--- config.mk ---
export PLATFORM = sky130hd
export DESIGN_NAME = chacha20_ct_sink
export DESIGN_NICKNAME = d
export VERILOG_FILES = /design/src/rtl/chacha20_pkg.sv /design/src/rtl/chacha20_sync_fifo.sv /design/src/rtl/chacha20_ct_sink.sv
export SDC_FILE = /design/constraint.sdc
export NUM_CORES = 1
export LEC_CHECK = 0
export BUFFER_PORTS_ARGS = -buffer_cell sky130_fd_sc_hd__clkbuf_2
export CORE_AREA = 2 2 180 314
export CTS_CLUSTER_DIAMETER = 150
export CTS_CLUSTER_SIZE = 30
export DETAILED_ROUTE_END_ITERATION = 10
export DIE_AREA = 0 0 182 316
export HOLD_SLACK_MARGIN = 0.05
export MAX_ROUTING_LAYER = met4
export PLACE_DENSITY = 0.57
export SYNTH_ARGS = -nofsm -noshare
export SYNTH_HDL_FRONTEND = slang
export SYNTH_SLANG_ARGS = --single-unit
export TNS_END_PERCENT = 5
--- constraint.sdc ---
create_clock -name clk -period 8.8 [get_ports clk]
set_input_delay 0 -clock clk [delete_from_list [all_inputs] [get_ports clk]]
set_output_delay 0 -clock clk [all_outputs]
set_load 0.02 [all_outputs]
--- src/rtl/chacha20_pkg.sv ---
// Constants and FSM encoding shared by the ChaCha20 datapath blocks.
package chacha20_pkg;

  localparam int WORD_W = 32;

  // Same encoding as the encryptor's control FSM.
  typedef enum logic [1:0] {
    IDLE = 2'b00,
    RECV = 2'b01,
    HOLD = 2'b10
  } state_e;

endpackage

--- src/rtl/chacha20_sync_fifo.sv ---
// Single-clock word FIFO with a separate occupancy counter, registered pop port and flush.
module chacha20_sync_fifo #(
  parameter  int DEPTH  = 16,
  parameter  int WORD_W = 32,
  localparam int AW     = $clog2(DEPTH)
) (
  input  logic              clk,
  input  logic              rst_n,
  input  logic              flush_i,
  input  logic              wr_en_i,
  input  logic [WORD_W-1:0] wr_data_i,
  input  logic              rd_en_i,
  output logic [WORD_W-1:0] rd_data_o,
  output logic              rd_valid_o,
  output logic [AW:0]       level_o
);

  localparam logic [AW:0] FULL_LVL = (AW+1)'(DEPTH);

  logic [WORD_W-1:0] mem [DEPTH];
  logic [AW-1:0]     wr_ptr_q, rd_ptr_q;
  logic [AW:0]       level_q;
  logic [WORD_W-1:0] rd_data_q;
  logic              rd_valid_q;
  logic              do_wr, do_rd;

  assign do_wr = wr_en_i && !flush_i && (level_q != FULL_LVL);
  assign do_rd = rd_en_i && !flush_i && (level_q != '0);

  always_ff @(posedge clk) begin
    if (do_wr) mem[wr_ptr_q] <= wr_data_i;
  end

  always_ff @(posedge clk or negedge rst_n) begin
    if (!rst_n) begin
      wr_ptr_q   <= '0;
      rd_ptr_q   <= '0;
      level_q    <= '0;
      rd_data_q  <= '0;
      rd_valid_q <= 1'b0;
    end else if (flush_i) begin
      // rd_data is deliberately kept across a flush.
      wr_ptr_q   <= '0;
      rd_ptr_q   <= '0;
      level_q    <= '0;
      rd_valid_q <= 1'b0;
    end else begin
      rd_valid_q <= do_rd;
      if (do_wr) wr_ptr_q <= wr_ptr_q + AW'(1);
      if (do_rd) begin
        rd_ptr_q  <= rd_ptr_q + AW'(1);
        rd_data_q <= mem[rd_ptr_q];
      end
      if (do_wr && !do_rd)      level_q <= level_q + (AW+1)'(1);
      else if (do_rd && !do_wr) level_q <= level_q - (AW+1)'(1);
    end
  end

  assign rd_data_o  = rd_data_q;
  assign rd_valid_o = rd_valid_q;
  assign level_o    = level_q;

endmodule

--- src/rtl/chacha20_ct_sink.sv ---
// Ciphertext sink: frames the encryptor's word stream into messages and buffers it for the host.
module chacha20_ct_sink
  import chacha20_pkg::*;
#(
  parameter  int DEPTH = 16,
  parameter  int LEN_W = 16,
  localparam int AW    = $clog2(DEPTH)
) (
  input  logic              clk,
  input  logic              rst_n,
  input  logic              clear,
  input  logic [WORD_W-1:0] s_data,
  input  logic              s_valid,
  input  logic              s_last,
  output logic              s_ready,
  input  logic              rd_en,
  output logic [WORD_W-1:0] rd_data,
  output logic              rd_valid,
  output logic [AW:0]       level,
  output logic              msg_done,
  output logic [LEN_W-1:0]  msg_len
);

  localparam logic [AW:0] FULL_LVL = (AW+1)'(DEPTH);

  state_e           state_q, state_d;
  logic [LEN_W-1:0] msg_len_q, msg_len_d;
  logic             msg_done_q, msg_done_d;
  logic             run_q;
  logic             accept;

  // run_q keeps s_ready low until the first edge after reset release.
  assign s_ready = run_q && (state_q != HOLD) && (level != FULL_LVL);
  assign accept  = s_valid && s_ready && !clear;

  chacha20_sync_fifo #(.DEPTH(DEPTH), .WORD_W(WORD_W)) u_fifo (
    .clk       (clk),
    .rst_n     (rst_n),
    .flush_i   (clear),
    .wr_en_i   (accept),
    .wr_data_i (s_data),
    .rd_en_i   (rd_en),
    .rd_data_o (rd_data),
    .rd_valid_o(rd_valid),
    .level_o   (level)
  );

  always_comb begin
    state_d    = state_q;
    msg_len_d  = msg_len_q;
    msg_done_d = accept && s_last;
    unique case (state_q)
      IDLE: if (accept) begin
        msg_len_d = LEN_W'(1);
        state_d   = s_last ? HOLD : RECV;
      end
      RECV: if (accept) begin
        if (msg_len_q != '1) msg_len_d = msg_len_q + LEN_W'(1);
        if (s_last) state_d = HOLD;
      end
      HOLD: if (level == '0) state_d = IDLE;
      default: state_d = IDLE;
    endcase
    if (clear) begin
      state_d    = IDLE;
      msg_len_d  = '0;
      msg_done_d = 1'b0;
    end
  end

  always_ff @(posedge clk or negedge rst_n) begin
    if (!rst_n) begin
      state_q    <= IDLE;
      msg_len_q  <= '0;
      msg_done_q <= 1'b0;
      run_q      <= 1'b0;
    end else begin
      state_q    <= state_d;
      msg_len_q  <= msg_len_d;
      msg_done_q <= msg_done_d;
      run_q      <= 1'b1;
    end
  end

  assign msg_done = msg_done_q;
  assign msg_len  = msg_len_q;

endmodule
==> After elaboration in Yosys (flattened, before gate mapping) <==
Memory sizes are Yosys's and may differ from the RTL's. A register that Yosys moved wholly into a read port is not among the register bits.
Cells that the tools add are included.
{ "op_classes": {"addsub": 5, "n_eq_ne": 10, "mux": 23, "bitwise": 1, "reduce_logical": 25} }
{ "op_table": {"columns": ["cell", "n"], "rows": [
  ["16-bit 2-to-1 mux", 4],
  ["16-bit one-hot mux with 2 select lines", 1],
  ["16-bit by 1-bit adder with 16-bit output (second input constant)", 1],
  ["4-bit 2-to-1 mux", 4],
  ["16-bit != test (second input constant)", 1],
  ["5-bit 2-to-1 mux", 3],
  ["3-bit != test (second input constant)", 5],
  ["2-bit 2-to-1 mux", 6],
  ["1-bit logical AND", 11],
  ["4-bit by 1-bit adder with 4-bit output (second input constant)", 2],
  ["4-bit AND reduction", 2],
  ["2-bit one-hot mux with 3 select lines", 1],
  ["3-bit nonzero test", 2],
  ["5-bit by 1-bit adder with 5-bit output (second input constant)", 1],
  ["5-bit zero test", 1],
  ["5-bit != test (second input constant)", 1],
  ["5-bit nonzero test", 1],
  ["5-bit by 1-bit subtractor with 5-bit output (second input constant)", 1],
  ["1-bit zero test", 4],
  ["1-bit 2-to-1 mux", 4],
  ["2-bit nonzero test", 2],
  ["2-bit by 1-bit equality test with 1-bit output (second input constant)", 1],
  ["2-bit equality test (second input constant)", 1],
  ["2-bit zero test", 1],
  ["3 further kinds", 3]
]} }
{ "totals": {"register_bits": 34, "ramBits": 512, "input_bits": 38, "elab_cells": 73, "mem_count": 1} }
{ "memory_table": {"columns": ["memory", "words", "width", "read_ports", "rd_clocked_by_memory_dff", "wr", "line", "rtl"], "rows": [
  ["u_fifo.mem", 16, 32, 1, 1, 1, "chacha20_sync_fifo.sv:20", "logic [WORD_W-1:0] mem [DEPTH];"]
]} }

==> Depth between registers and ports, before layout <==
{ "logic_depth": {"word_depth": 12, "mapped_depth": 10} }

==> By module <==
From an unflattened synthesis, not the netlist that was laid out.
{ "unflattened": {"hier_cells": 1195, "hier_area_um2": 22397.7} }
{ "by_module_without_submodules": {"columns": ["mod", "n_inst", "cells_per_inst", "area_each_um2", "seq_area_each_um2"], "rows": [
  ["chacha20_sync_fifo", 1, 1068, 21282.9, 16525.8],
  ["chacha20_ct_sink", 1, 127, 1114.8, 500.5]
]} }

==> Worst setup path after synthesis <==
Ideal clock, no wire load.
{ "synth_timing": {"kind": "reg-to-reg", "start": "reg u_fifo.level_q[3] (netlist: u_fifo.level_o[3])", "end": "reg u_fifo.level_q[4] (netlist: u_fifo.level_o[4])", "setup_time_ns": 0.081, "arrival_time_ns": 2.935, "setup_slack_ns": 5.784, "stages_incl_launch_ff": 11, "path_buffers": 1, "synth_period_minus_slack_ns": 3.016, "cell_sequence": "dfrtp_1 > or4_4 > o21ai_4 > clkbuf_1 > nand2_1 > fa_1 > a21o_1 > a21oi_1 > nand3_1 > and3_1 > nor3_2"} }
{ "synth_via": {"elab_chain_cells": 9, "elab_cells_between_ends": 18} }
{ "synth_rtl": {"columns": ["item", "line", "rtl"], "rows": [
  ["start: declaration", "chacha20_sync_fifo.sv:22", "logic [AW:0] level_q;"],
  ["start signal: assignment", "chacha20_sync_fifo.sv:54", "if (do_wr && !do_rd) level_q <= level_q + (AW+1)'(1);"],
  ["start signal: assignment", "chacha20_sync_fifo.sv:55", "else if (do_rd && !do_wr) level_q <= level_q - (AW+1)'(1);"],
  ["branches (longest 9 deep; another with 5-bit by 1-bit subtractor with 5-bit output)", null, null]
]} }
Parallel ways; which one is timed is not known. The select of a mux whose other input is x is not followed.
A chain may end at the register's enable or synchronous reset.

==> Final worst setup path <==
{ "layout_timing": {"start": "reg u_fifo.level_q[2] (netlist: u_fifo.level_o[2])", "end": "reg u_fifo.level_q[4] (netlist: u_fifo.level_o[4])"} }
Same word-level chain as after synthesis.

==> results.json <==
{
  "grt_pass1_vias": 11200,
  "wl_per_cell_microns": 25.6,
  "place_congestion": 0.762,
  "synthArstFlopShare_pct": 11.4,
  "overflow": 0,
  "drc": 0,
  "area_growth_pct": 10.7,
  "max_clock_freq_mhz": 289,
  "tns_ns": 0,
  "synth.avg_cell_area_sq_um": 20.8,
  "maxCapViolCount": 0,
  "fin_ws_ns": 5.34,
  "vias_per_cell": 5.59,
  "postSynthCellCount": 1076,
  "p_leak_uw": 0.00781,
  "place_hpwl_microns": 25400,
  "endpoint": "u_fifo.level_o[4]",
  "cp_max_fo": 37,
  "finalHoldViolations": 0,
  "synthFlopType": "edfxtp_1",
  "netlist_area_sq_mm": 0.0224,
  "path_depth": 10,
  "numCtsBuffers": 23,
  "synth_compound_area_share_pct": 2.95,
  "yosysWarningCount": 0,
  "slew_violations": 0,
  "portBuffers": 93,
  "antenna_found_initial": 0,
  "synth_edf_count": 512,
  "synth_fa_ha_area_share_pct": 0.649,
  "cp_data_required_time_ns": 9.32,
  "finClkSkew_ns": 0.0332,
  "grt_start_max_net_pins": 95,
  "whs_ns": 0.169,
  "yosys.area_share.xor_xnor_pct": 0.347,
  "cp_cell_sequence": "or4_4 -> o21ai_4 -> buf_4 -> nand2_1 -> fa_1 -> a21o_1 -> a21oi_1 -> nand3_1 -> and3_1 -> nor3_2",
  "worstSetupEndpointType": "register",
  "r2r_slack_ns": 5.34,
  "hold_path_class": "primary input to async pin",
  "setup_viol": 0,
  "dpl_worst_slack_ns": 5.37,
  "critPathBufInv": 1,
  "cts_resized": 0,
  "yosys.area.top_type_share_pct": 68.8,
  "cts.clk_slew.worst_paths_ns": 0.12,
  "tightest_slew_ns": 1.14,
  "status": "completed",
  "initial_core_util_pct": 40.6,
  "yosys.cell_count.top_type": "edfxtp_1",
  "synth_common_cells": "edfxtp_1 (512), mux4_2 (128), dfrtp_1 (66), mux2i_1 (66), nand2_1 (56)",
  "num_io_pins": 94,
  "ctsHoldBuffers": 38,
  "synthSimpleGateAreaFrac_pct": 2.92,
  "ys_types": 50,
  "path_class": "register to register",
  "cts_tree": "done",
  "yosysTopAreaCell": "edfxtp_1",
  "htree_levels": 1,
  "drtPass1Iterations": 7,
  "timing.rr.end": "u_fifo.level_o[4]",
  "diodes": 0,
  "grt_pass1_wl_microns": 72900,
  "startpoint_type": "register",
  "ys_seq_elements": 578,
  "dieHeight_microns": 316,
  "max_slew_margin_pct": 23.3,
  "rows": 114,
  "synth_mux_area_share_pct": 15.9,
  "final_net_count": 1250,
  "r2r-start": "u_fifo.level_o[2]",
  "synth_top_family_by_area": "multiplexers",
  "routed_wl_microns": 49100,
  "clockBufferDepth": 3,
  "synth_area_leaders": "edfxtp_1 (69%), mux4_2 (13%), dfrtp_1 (7.4%)",
  "ant_nets": 0,
  "ir_drop_mv": 0.178,
  "fin_crit_ns": 3.46,
  "grt_usage_pct": 17.7,
  "syn_nets": 1125,
  "cts_setup_buffers": 0,
  "yosysSeqAreaShare_pct": 76.2,
  "die_area_sq_mm": 0.0575,
  "rr_worst_depth": 10,
  "clock_latency_ns": 0.58,
  "root_buffer": "clkbuf_16",
  "drive_above_1_share_pct": 24.3,
  "core_area_sq_mm": 0.0551,
  "timing.final.crit_share_pct": 39.3,
  "crit_family": "simple AND/OR/NAND/NOR gates",
  "routed-via-count": 10700,
  "fp.dieW_microns": 182,
  "p_per_area_mw_per_mm2": 233,
  "cp_slowest_cell": "or4_4",
  "max_stage_delay_ns": 0.58,
  "drt-initial-drc-count": 930,
  "startpoint": "u_fifo.level_o[2]",
  "worst_ep_arrival_time_ns": 3.97,
  "rsz0062_at_grt": "false",
  "cts_sinks": 578
}
## tightest hold or removal path: stages
cell and delay [ns]:
dlygate4sd3_1 0.53, buf_4 0.12, buf_4 0.66
## through the flow
step                      total power, uW  std cells  util [%]  cell area, sq um
after CTS                            5840       1913      44.9             24700
after global routing                 6020       1913      44.9             24700
after global placement               4530       1834      43.0             23700
after floorplan                      4160       1076         -             22400
after detailed placement             4540       1834      43.0             23700
final                                5760       1913      44.9             24700
## state kept, by name, indices dropped and copies added, names as in the netlist
name               cells
u_fifo.level_o         5
run_q                  1
msg_done               1
u_fifo.wr_ptr_q        4
state_q                2
u_fifo.rd_data_o      32
u_fifo.rd_valid_o      1
msg_len               16
u_fifo.mem           512
u_fifo.rd_ptr_q        4
## how the worst min path moves through the flow
| stage | from | end | slack [ns] | cells past startpoint |
|---|---|---|---|---|
| after floorplan | rst_n | msg_done | -0.30 | 0 |
| after global placement | rst_n | u_fifo.rd_data_o[0] | -0.11 | 1 |
| after detailed placement | rst_n | u_fifo.rd_data_o[0] | -0.11 | 1 |
| after CTS | s_last | msg_done | 0.20 | 4 |
| after global routing | rst_n | u_fifo.level_o[1] | 0.25 | 3 |
| final | rst_n | u_fifo.level_o[1] | 0.17 | 3 |
## routing by layer
layer,GRT usage [%],part of all wire (%),vias to the layer above
met3,1.45,3.7,29
met1,22.9,42,5751
met5,-,0,-
li1,-,-,4668
met4,3.19,1.2,0
met2,31.3,53,244
## logic make-up (layout without fill, tap and decap cells)
logic type	after synthesis	after routing
compound gates	87	87
xor+xnor	8	8
fa+ha+maj	11	11
buf+inv	62	203
flops	578	578
mux	194	194
other cells	1	1
simple gates	135	135
## power by group
part,switching (uW),total [uW],internal [uW]
logic,599,1200,601
clock network,794,1300,510
registers,173,3260,3080
## final cells by class
type | count | area [sq um]
Clock buffer | 40 | 639
Sequential cell | 578 | 17000
Inverter | 9 | 33.8
Multi-Input combinational cell | 436 | 5110
Timing Repair Buffer | 153 | 1030
Clock inverter | 1 | 30.0
Fill cell | 4687 | 30300
Tap cell | 696 | 871
## layout by cell type, fill, tap and decap left out, types with 8 or more instances in the layout
cell type,Yosys,layout
a21oi_1,10,10
and2_2,0,12
buf_4,0,22
clkbuf_1,33,17
clkbuf_16,0,23
clkbuf_2,0,92
dfrtp_1,66,63
dlygate4sd3_1,0,38
edfxtp_1,512,512
ha_1,10,10
inv_1,8,8
mux2i_1,66,66
mux4_2,128,128
nand2_1,56,55
nand3_1,11,11
nor2_1,23,23
o21ai_0,11,11
o221ai_1,32,32
No activity file was read; power rests on OpenSTA's default activity.
